`src/rtl/pipe_hazard_ctrl.sv`:
```
// ----------------------------------------------------------------------------
// pipe_hazard_ctrl
//   Unified hazard controller for a 5-stage pipeline (IF, ID, EX, MEM, WB).
//   It tracks the instructions in EX, MEM and WB in a private scoreboard and
//   from it produces the stall, flush and bubble controls and the EX operand
//   forwarding selects. Saturating counters record stall cycles and
//   taken-branch flushes.
//
// Ports
//   clk_i, rst_i          clock, synchronous active-high reset
//   id_*_i                decoded fields of the instruction currently in ID
//   ex_busy_i             multi-cycle EX operation not finished this cycle
//   br_taken_i            branch in stage BR_STAGE resolved taken
//   pc_write_o            PC enable
//   if_id_write_o         IF/ID register enable
//   if_id_flush_o         load a NOP into IF/ID
//   id_ex_bubble_o        zero control fields entering ID/EX
//   ex_flush_o            zero control fields entering EX/MEM
//   fwd_a_o, fwd_b_o      EX rs/rt select: 00 regfile, 01 EX/MEM, 10 WB
//   stall_cnt_o           cycles with pc_write_o = 0 (saturating)
//   flush_cnt_o           taken-branch flush cycles (saturating)
// ----------------------------------------------------------------------------
module pipe_hazard_ctrl #(
    parameter int REG_AW   = 5,
    parameter int BR_STAGE = 2,
    parameter int CNT_W    = 16
) (
    input  logic              clk_i,
    input  logic              rst_i,
    input  logic              id_valid_i,
    input  logic [REG_AW-1:0] id_rs_i,
    input  logic [REG_AW-1:0] id_rt_i,
    input  logic              id_rs_used_i,
    input  logic              id_rt_used_i,
    input  logic              id_wr_en_i,
    input  logic [REG_AW-1:0] id_wr_addr_i,
    input  logic              id_is_load_i,
    input  logic              ex_busy_i,
    input  logic              br_taken_i,
    output logic              pc_write_o,
    output logic              if_id_write_o,
    output logic              if_id_flush_o,
    output logic              id_ex_bubble_o,
    output logic              ex_flush_o,
    output logic [1:0]        fwd_a_o,
    output logic [1:0]        fwd_b_o,
    output logic [CNT_W-1:0]  stall_cnt_o,
    output logic [CNT_W-1:0]  flush_cnt_o
);

    typedef struct packed {
        logic              valid;
        logic              wr_en;
        logic [REG_AW-1:0] wr_addr;
        logic              is_load;
        logic [REG_AW-1:0] rs;
        logic [REG_AW-1:0] rt;
        logic              rs_used;
        logic              rt_used;
    } sb_entry_t;

    // MEM has priority over WB because it holds the younger result.
    function automatic logic [1:0] fwd_sel(input sb_entry_t mem, input sb_entry_t wb,
                                           input logic [REG_AW-1:0] src, input logic used);
        logic mem_hit;
        logic wb_hit;
        mem_hit = mem.valid & mem.wr_en & (mem.wr_addr != '0) & (mem.wr_addr == src) & used;
        wb_hit  = wb.valid & wb.wr_en & (wb.wr_addr != '0) & (wb.wr_addr == src) & used;
        if (mem_hit)     fwd_sel = 2'b01;
        else if (wb_hit) fwd_sel = 2'b10;
        else             fwd_sel = 2'b00;
    endfunction

    function automatic logic [CNT_W-1:0] sat_inc(input logic [CNT_W-1:0] cnt, input logic en);
        if (en && (cnt != '1)) sat_inc = cnt + CNT_W'(1);
        else                   sat_inc = cnt;
    endfunction

    sb_entry_t r_ex;
    sb_entry_t r_mem;
    sb_entry_t r_wb;
    logic [CNT_W-1:0] r_stall_cnt;
    logic [CNT_W-1:0] r_flush_cnt;

    sb_entry_t w_id_entry;
    sb_entry_t w_ex_squashed;
    logic      w_flush;
    logic      w_busy;
    logic      w_load_use;

    always_comb begin
        w_id_entry         = '0;
        w_id_entry.valid   = id_valid_i;
        w_id_entry.wr_en   = id_wr_en_i;
        w_id_entry.wr_addr = id_wr_addr_i;
        w_id_entry.is_load = id_is_load_i;
        w_id_entry.rs      = id_rs_i;
        w_id_entry.rt      = id_rt_i;
        w_id_entry.rs_used = id_rs_used_i;
        w_id_entry.rt_used = id_rt_used_i;

        w_ex_squashed       = r_ex;
        w_ex_squashed.valid = 1'b0;
    end

    // A taken branch outranks a busy EX: the EX op is on the wrong path (or,
    // when resolving in EX, the branch itself) and is not held.
    assign w_flush    = br_taken_i;
    assign w_busy     = ex_busy_i & ~w_flush;
    assign w_load_use = id_valid_i & r_ex.valid & r_ex.is_load & r_ex.wr_en &
                        (r_ex.wr_addr != '0) &
                        ((id_rs_used_i & (id_rs_i == r_ex.wr_addr)) |
                         (id_rt_used_i & (id_rt_i == r_ex.wr_addr)));

    always_comb begin
        pc_write_o     = 1'b1;
        if_id_write_o  = 1'b1;
        if_id_flush_o  = 1'b0;
        id_ex_bubble_o = 1'b0;
        ex_flush_o     = 1'b0;
        fwd_a_o        = 2'b00;
        fwd_b_o        = 2'b00;
        if (!rst_i) begin
            if (w_flush) begin
                if_id_flush_o  = 1'b1;
                id_ex_bubble_o = 1'b1;
                ex_flush_o     = (BR_STAGE == 2);
            end else if (w_busy) begin
                pc_write_o    = 1'b0;
                if_id_write_o = 1'b0;
                ex_flush_o    = 1'b1;
            end else if (w_load_use) begin
                pc_write_o     = 1'b0;
                if_id_write_o  = 1'b0;
                id_ex_bubble_o = 1'b1;
            end
            if (r_ex.valid) begin
                fwd_a_o = fwd_sel(r_mem, r_wb, r_ex.rs, r_ex.rs_used);
                fwd_b_o = fwd_sel(r_mem, r_wb, r_ex.rt, r_ex.rt_used);
            end
        end
    end

    // Scoreboard shift and statistics counters
    always_ff @(posedge clk_i) begin
        if (rst_i) begin
            r_ex.valid  <= 1'b0;
            r_mem.valid <= 1'b0;
            r_wb.valid  <= 1'b0;
            r_stall_cnt <= '0;
            r_flush_cnt <= '0;
        end else begin
            r_wb <= r_mem;
            if (w_flush) begin
                r_ex  <= '0;
                r_mem <= (BR_STAGE == 2) ? w_ex_squashed : r_ex;
            end else if (w_busy) begin
                r_ex  <= r_ex;
                r_mem <= '0;
            end else if (w_load_use) begin
                r_ex  <= '0;
                r_mem <= r_ex;
            end else begin
                r_ex  <= w_id_entry;
                r_mem <= r_ex;
            end
            r_stall_cnt <= sat_inc(r_stall_cnt, ~pc_write_o);
            r_flush_cnt <= sat_inc(r_flush_cnt, br_taken_i);
        end
    end

    assign stall_cnt_o = r_stall_cnt;
    assign flush_cnt_o = r_flush_cnt;

endmodule

```
`config.mk`:
```
export PLATFORM = sky130hd
export DESIGN_NAME = pipe_hazard_ctrl
export DESIGN_NICKNAME = d
export VERILOG_FILES = /design/src/rtl/pipe_hazard_ctrl.sv
export SDC_FILE = /design/constraint.sdc
export NUM_CORES = 1
export LEC_CHECK = 0
export ABC_AREA = 1
export CAP_MARGIN = 30
export CORE_MARGIN = 2
export CORE_UTILIZATION = 40
export CTS_BUF_LIST = sky130_fd_sc_hd__clkbuf_4 sky130_fd_sc_hd__clkbuf_8
export CTS_CLUSTER_DIAMETER = 200
export DETAILED_ROUTE_END_ITERATION = 10
export DONT_BUFFER_PORTS = 1
export PLACE_DENSITY_LB_ADDON = 0.3
export SLEW_MARGIN = 5
export SYNTH_ARGS = -nofsm -noshare
export SYNTH_HDL_FRONTEND = slang
export SYNTH_SLANG_ARGS = --single-unit
```
`constraint.sdc`:
```
create_clock -name clk_i -period 3.9 [get_ports clk_i]
set_input_delay 0.78 -clock clk_i [delete_from_list [all_inputs] [get_ports clk_i]]
set_output_delay 0.78 -clock clk_i [all_outputs]
set_load 0.01 [all_outputs]
```
==> results_dict.tcl, run 1 <==
set metrics [dict create \
    status "finished clean" \
    cts.sinks 66 \
    grt_max_degree 27 \
    grt_usage 0.1786 \
    setup_viol 0 \
    synthFlopType "dfxtp_1" \
    period_needed_ps 2686 \
    synth_seq_area_share 0.4506 \
    drive_gt1_frac 0.09434 \
    finalHoldViolations 0 \
    cts_tree "done" \
    holdBufCountCts 0 \
    worst_pin_slew_ps 637.5 \
    post-place-ws_ps 1263 \
    reg2reg_slack_ps 1820 \
    crit_start "r_ex[17]$_SDFFCE_PP0P_" \
    postCtsSetupBuffers 0 \
    die-area_um2 9830 \
    synth_top_cell_area_share 0.2571 \
    yosysTopAreaCell "edfxtp_1" \
    final_area_um2 3934 \
    core_area_um2 8763 \
    fp.dieW_um 99.15 \
    grt_pass1_vias 2817 \
    ys_warn_count 0 \
    ir_worst_vdd_mv 0.1469 \
    vias 2978 \
    synth_seq_cells 66 \
    yosysUniqueCellTypes 38 \
    synth_fp_nets 495 \
    grt_first_pass_wirelength_um 13950 \
    drtPass1Iterations 4 \
    cts_resized 0 \
    rr_endpoint "stall_cnt_o[11]$_SDFFE_PP0P_" \
    min_path_type "reg -> reg" \
    routedWlPerCell_um 14.17 \
    route.antenna.remaining_nets 0 \
    worst-path-buf-inv 1 \
    powerDensity_nw_per_um2 388.5 \
    dpl.hpwl_um 6037 \
    fin_skew_ps 7.124 \
    syn_area_um2 3621 \
    cts-buffers-inserted 9 \
    path_max_fanout 18 \
    synth_edf_count 31 \
    reg2reg_from "stall_cnt_o[0]$_SDFFE_PP0P_" \
    cp_num_cells 9 \
    place.gp.congestion 0.9235 \
    numPortBuffers 0 \
    critPathMostFrequentCell "nand2_1" \
    path_cells "inv_2 -> nand2_1 -> nand2_1 -> nor2_1 -> nand3_1 -> nand2_1 -> nand2_1 -> nand2_2 -> nand2_1" \
    cp.required_ps 3120 \
    endpoint "pc_write_o" \
    grt_use_met3 0.06254 \
    rows 34 \
    totalNegativeSetupSlack_ps 0 \
    first_iter_violations 118 \
    fmax_ghz 0.3723 \
    placed_cell_area_um2 3721 \
    gr-usage-met2 0.2729 \
    p_leak_nw 1.507 \
    slew_viol_final 0 \
    via_per_inst 5.091 \
    worstSetupPathType "reg -> out" \
    rsz0062_at_grt "no" \
    worst_setup_path_end_kind "output pin" \
    maxCapViolations 0 \
    relSlewSlack 0.5739 \
    clk_pin_slew_worst_paths_ps 70 \
    fin_crit_sh 0.6887 \
    grt_overflow 0 \
    start_util 0.4132 \
    syn_avg_cell_area_um2 7.721 \
    crit_path_start_kind "flip-flop" \
    io-pin-count 65 \
    yosys-top-cells-area "edfxtp_1, dfxtp_1, nand2_1" \
    critPathTopFamily "simple AND/OR/NAND/NOR gates" \
    antenna_found_initial 0 \
    ys_async_sr_fraction 0 \
    hold_depth 2 \
    synth_cells 469 \
    nNetsFinal 498 \
    fin_ws_ps 1214 \
    grt-busiest-layer "met2" \
    r2r_cells 9 \
    fill_cells 902 \
    diodes 0 \
    slowest_stage "edfxtp_1" \
    hold_start "r_mem[19]$_SDFF_PP0_" \
    area_growth_pct 8.638 \
    htree_levels 3 \
    drc 0 \
    clk_latency_ps 350 \
    critPathMaxStageDelay_ps 450 \
    met1_usage 0.2369 \
    cts-root-buf "clkbuf_8" \
    die_y_um 99.15 \
    clockBufferDepth 2 \
    crit_arrival_ps 1910 \
    wl_um 8292 \
]
[cells in the mapped netlist (2+ instances only)]
cell type	count
a21oi_2	10
buf_2	4
inv_1	64
clkbuf_1	4
nand3_1	20
nand2_1	98
a21oi_1	19
nor2_1	72
a21boi_0	2
nand4_1	22
edfxtp_1	31
a2111oi_0	2
nand2_2	2
or2_2	3
nand3_4	2
o21ai_0	11
dfxtp_1	35
xnor2_1	8
inv_2	6
ha_1	2
xor2_1	19
nor3_1	17
[cell usage in the layout, fill, tap and decap left out, types with 2 or more instances in the layout]
cell type,n
dfxtp_1,35
xor2_1,19
bufinv_16,2
or2_2,3
nand4_1,22
a21oi_2,10
xnor2_1,8
nor3_1,17
buf_4,3
clkbuf_8,9
inv_1,64
a2111oi_0,2
inv_2,6
nand3_4,2
a21oi_1,19
nor2_1,72
nand3_1,20
clkinv_1,2
nand2_1,98
nand2_2,2
a21boi_0,2
ha_1,2
o21ai_0,11
edfxtp_1,31
[sequential cells by signal, indices dropped and copies added, names as in the netlist]
name	count
r_wb	7
flush_cnt_o	16
r_mem	7
r_ex	20
stall_cnt_o	16
[worst reg2reg max path, delay by kind of cell (launching register included)]
family | cells | cell delay, ps
adder cells (fa/ha/maj) | 1 | 240
AO/OA/AOI/OAI | 1 | 120
AND/OR/NAND/NOR | 7 | 1200
flip-flops | 1 | 460
[worst min-delay path by stage]
stage,end,slack (ps)
6_report,r_wb[19]$_SDFF_PP0_,430
5_1_grt,r_wb[19]$_SDFF_PP0_,450
4_1_cts,r_wb[19]$_SDFF_PP0_,420
3_5_place_dp,r_wb[19]$_SDFF_PP0_,420
3_3_place_gp,r_wb[19]$_SDFF_PP0_,410
2_1_floorplan,r_wb[19]$_SDFF_PP0_,400
[kinds of logic after synthesis]
| kind of cell | count (synthesis) | share of synthesized area |
|---|---|---|
| simple gates | 243 | 0.3027 |
| buf+inv | 81 | 0.08846 |
| compound gates | 50 | 0.08604 |
| xor+xnor | 27 | 0.06531 |
| fa+ha+maj | 2 | 0.006910 |
| flops | 66 | 0.4506 |
[power by group]
group	leakage (nW)	total, mW	switching (mW)	internal [mW]
sequential	0.576	0.787	0.0283	0.759
combinational	0.822	0.108	0.0701	0.0382
clock	0.109	0.633	0.270	0.363
[per-layer routing]
metal | routed length [µm] | vias up
li1 | - | 1528
met1 | 3909 | 1370
met2 | 3839 | 72
met3 | 462 | 8
met4 | 81 | 0
met5 | 0 | -
[layout make-up]
| class | instances | area (µm²) | share of cell area |
|---|---|---|---|
| well taps | 108 | 135.1 | 0.03435 |
| inverters | 70 | 262.8 | 0.06679 |
| flip-flops and latches | 66 | 1632 | 0.4148 |
| multi-input cells | 322 | 1669 | 0.4243 |
| repair buffers | 3 | 22.52 | 0.005725 |
| clock inverters | 6 | 81.33 | 0.02067 |
| clock buffers | 10 | 131.4 | 0.03340 |
[through the flow]
stage                     std cells  power, mW    util  hold slack (ps)
final                           585      1.528  0.4489            426.2
after global routing            585      1.595  0.4489            446.1
after CTS                       585      1.543  0.4489            424.8
after detailed placement        569     0.9111  0.4246            415.9
after global placement          569     0.9072  0.4246            412.5
after floorplan                 469     0.8851       -            403.2
(Power assumes the default switching activity.)
==> inputs of run 2 (changes only) <==
==> constraint.sdc (replaced) <==
create_clock -name clk_i -period 2.7 [get_ports clk_i]
set_input_delay 0.54 -clock clk_i [delete_from_list [all_inputs] [get_ports clk_i]]
set_output_delay 0.54 -clock clk_i [all_outputs]
set_load 0.01 [all_outputs]
==> run 2 against run 1 <==
Effect of this change: die area did not move; first-iteration DRC count rose by 21%; combinational power rose by 48%; utilization barely moved; clock power rose by 31%; worst setup slack got worse by 880 ps; total power rose by 39%; critical path type unchanged; largest power group unchanged.
==> results_dict.tcl, run 2 (synthesized netlist as in run 1, its figures left out) <==
set metrics [dict create \
    postCtsSetupBuffers 0 \
    maxCapViolations 0 \
    finalHoldViolations 0 \
    clk_latency_ps 330 \
    place.gp.congestion 0.8454 \
    drc 0 \
    slowest_stage "edfxtp_1" \
    antenna_found_initial 0 \
    critPathMaxStageDelay_ps 460 \
    dpl.hpwl_um 6109 \
    finish.utilization 0.4492 \
    clk_pin_slew_worst_paths_ps 80 \
    worst_pin_slew_ps 611.5 \
    cts.sinks 66 \
    fin_skew_ps 10.50 \
    drtPass1Iterations 4 \
    min_path_type "in -> reg" \
    die_y_um 99.15 \
    clockBufferDepth 2 \
    rows 34 \
    cp.required_ps 2160 \
    diodes 0 \
    largest_reg_flops 20 \
    grt_overflow 0 \
    rsz0062_at_grt "no" \
    crit_arrival_ps 1830 \
    die-area_um2 9830 \
    cts_resized 0 \
    totalNegativeSetupSlack_ps 0 \
    worst_setup_path_end_kind "output pin" \
    grt_first_pass_wirelength_um 13570 \
    htree_levels 3 \
    wl_um 8170 \
    crit_path_start_kind "flip-flop" \
    finalPower_mw 2.126 \
    reg2reg_slack_ps 610 \
    powerDensity_nw_per_um2 540.0 \
    cts-root-buf "clkbuf_8" \
    fin_crit_sh 0.8775 \
    numPortBuffers 0 \
    start_util 0.4132 \
    most-common-layout-cells "nand2_1, nor2_1, inv_1" \
    fp.dieW_um 99.15 \
    cts-buffers-inserted 9 \
    drive_gt1_frac 0.1023 \
    hold_depth 1 \
    vias 3004 \
    path_cells "or2_2 -> a2111oi_0 -> nand3_1 -> nor2_1" \
    period_needed_ps 2369 \
    first_iter_violations 143 \
    ir_worst_vdd_mv 0.2605 \
    status "finished clean" \
    cts_tree "done" \
    area_growth_pct 8.708 \
    slew_viol_final 0 \
    holdBufCountCts 0 \
    mostFrequentLayoutCell "nand2_1" \
    grt_pass1_vias 2969 \
    fmax_ghz 0.4221 \
    via_per_inst 5.118 \
    nNetsFinal 500 \
    regMostFlops "r_ex" \
    grt_usage 0.1713 \
    p_leak_nw 1.507 \
    io-pin-count 65 \
    relSlewSlack 0.5914 \
    core_area_um2 8763 \
    path_max_fanout 4 \
    worstSetupPathType "reg -> out" \
    setup_viol 0 \
    route.antenna.remaining_nets 0 \
    grt_max_degree 27 \
    routedWlPerCell_um 13.92 \
    r2r_cells 9 \
]
[run 2: layer usage]
layer / vias to the layer above / share of wire / track usage
li1: 1530 / - / -
met1: 1387 / 0.45 / 0.2064
met2: 83 / 0.48 / 0.2931
met3: 4 / 0.067 / 0.05973
met4: 0 / 0.0067 / 0.04426
met5: - / 0 / 0
[run 2: area by class of cell]
class | instances | area (µm²)
multi-input cells | 322 | 1669
repair buffers | 5 | 37.54
clock buffers | 11 | 145.1
well taps | 108 | 135.1
fillers | 912 | 4827
inverters | 70 | 262.8
clock inverters | 5 | 55.05
flip-flops and latches | 66 | 1632
[run 2: final timing paths]
check | from | endpoint
setup / recovery | r_wb[17]$_DFFE_PN_ | fwd_b_o[1]
hold / removal | rst_i | stall_cnt_o[15]$_SDFFE_PP0P_
setup reg to reg | stall_cnt_o[0]$_SDFFE_PP0P_ | stall_cnt_o[3]$_SDFFE_PP0P_
hold reg to reg | r_mem[19]$_SDFF_PP0_ | r_wb[19]$_SDFF_PP0_
[run 2: metrics by stage]
stage	area [µm²]	std cells	setup WS, ps	hold WS, ps
after floorplan	3621	469	50.89	403.2
after global placement	3736	571	638.1	426.7
after detailed placement	3736	571	621.4	424.2
after CTS	3936	587	285.8	246.8
after global routing	3936	587	130.8	233.0
final	3936	587	330.7	268.9
[run 2: worst max-delay path: cells and delay by family (launching register included)]
family             cells  cell delay (ps)
AOI/OAI and AO/OA      1              410
and+or+nand+nor        3              630
DFF                    1              460
[run 2: power breakdown]
group	switching [mW]	internal, mW
sequential	0.0382	1.10
clock	0.372	0.459
combinational	0.103	0.0571
total	0.513	1.61
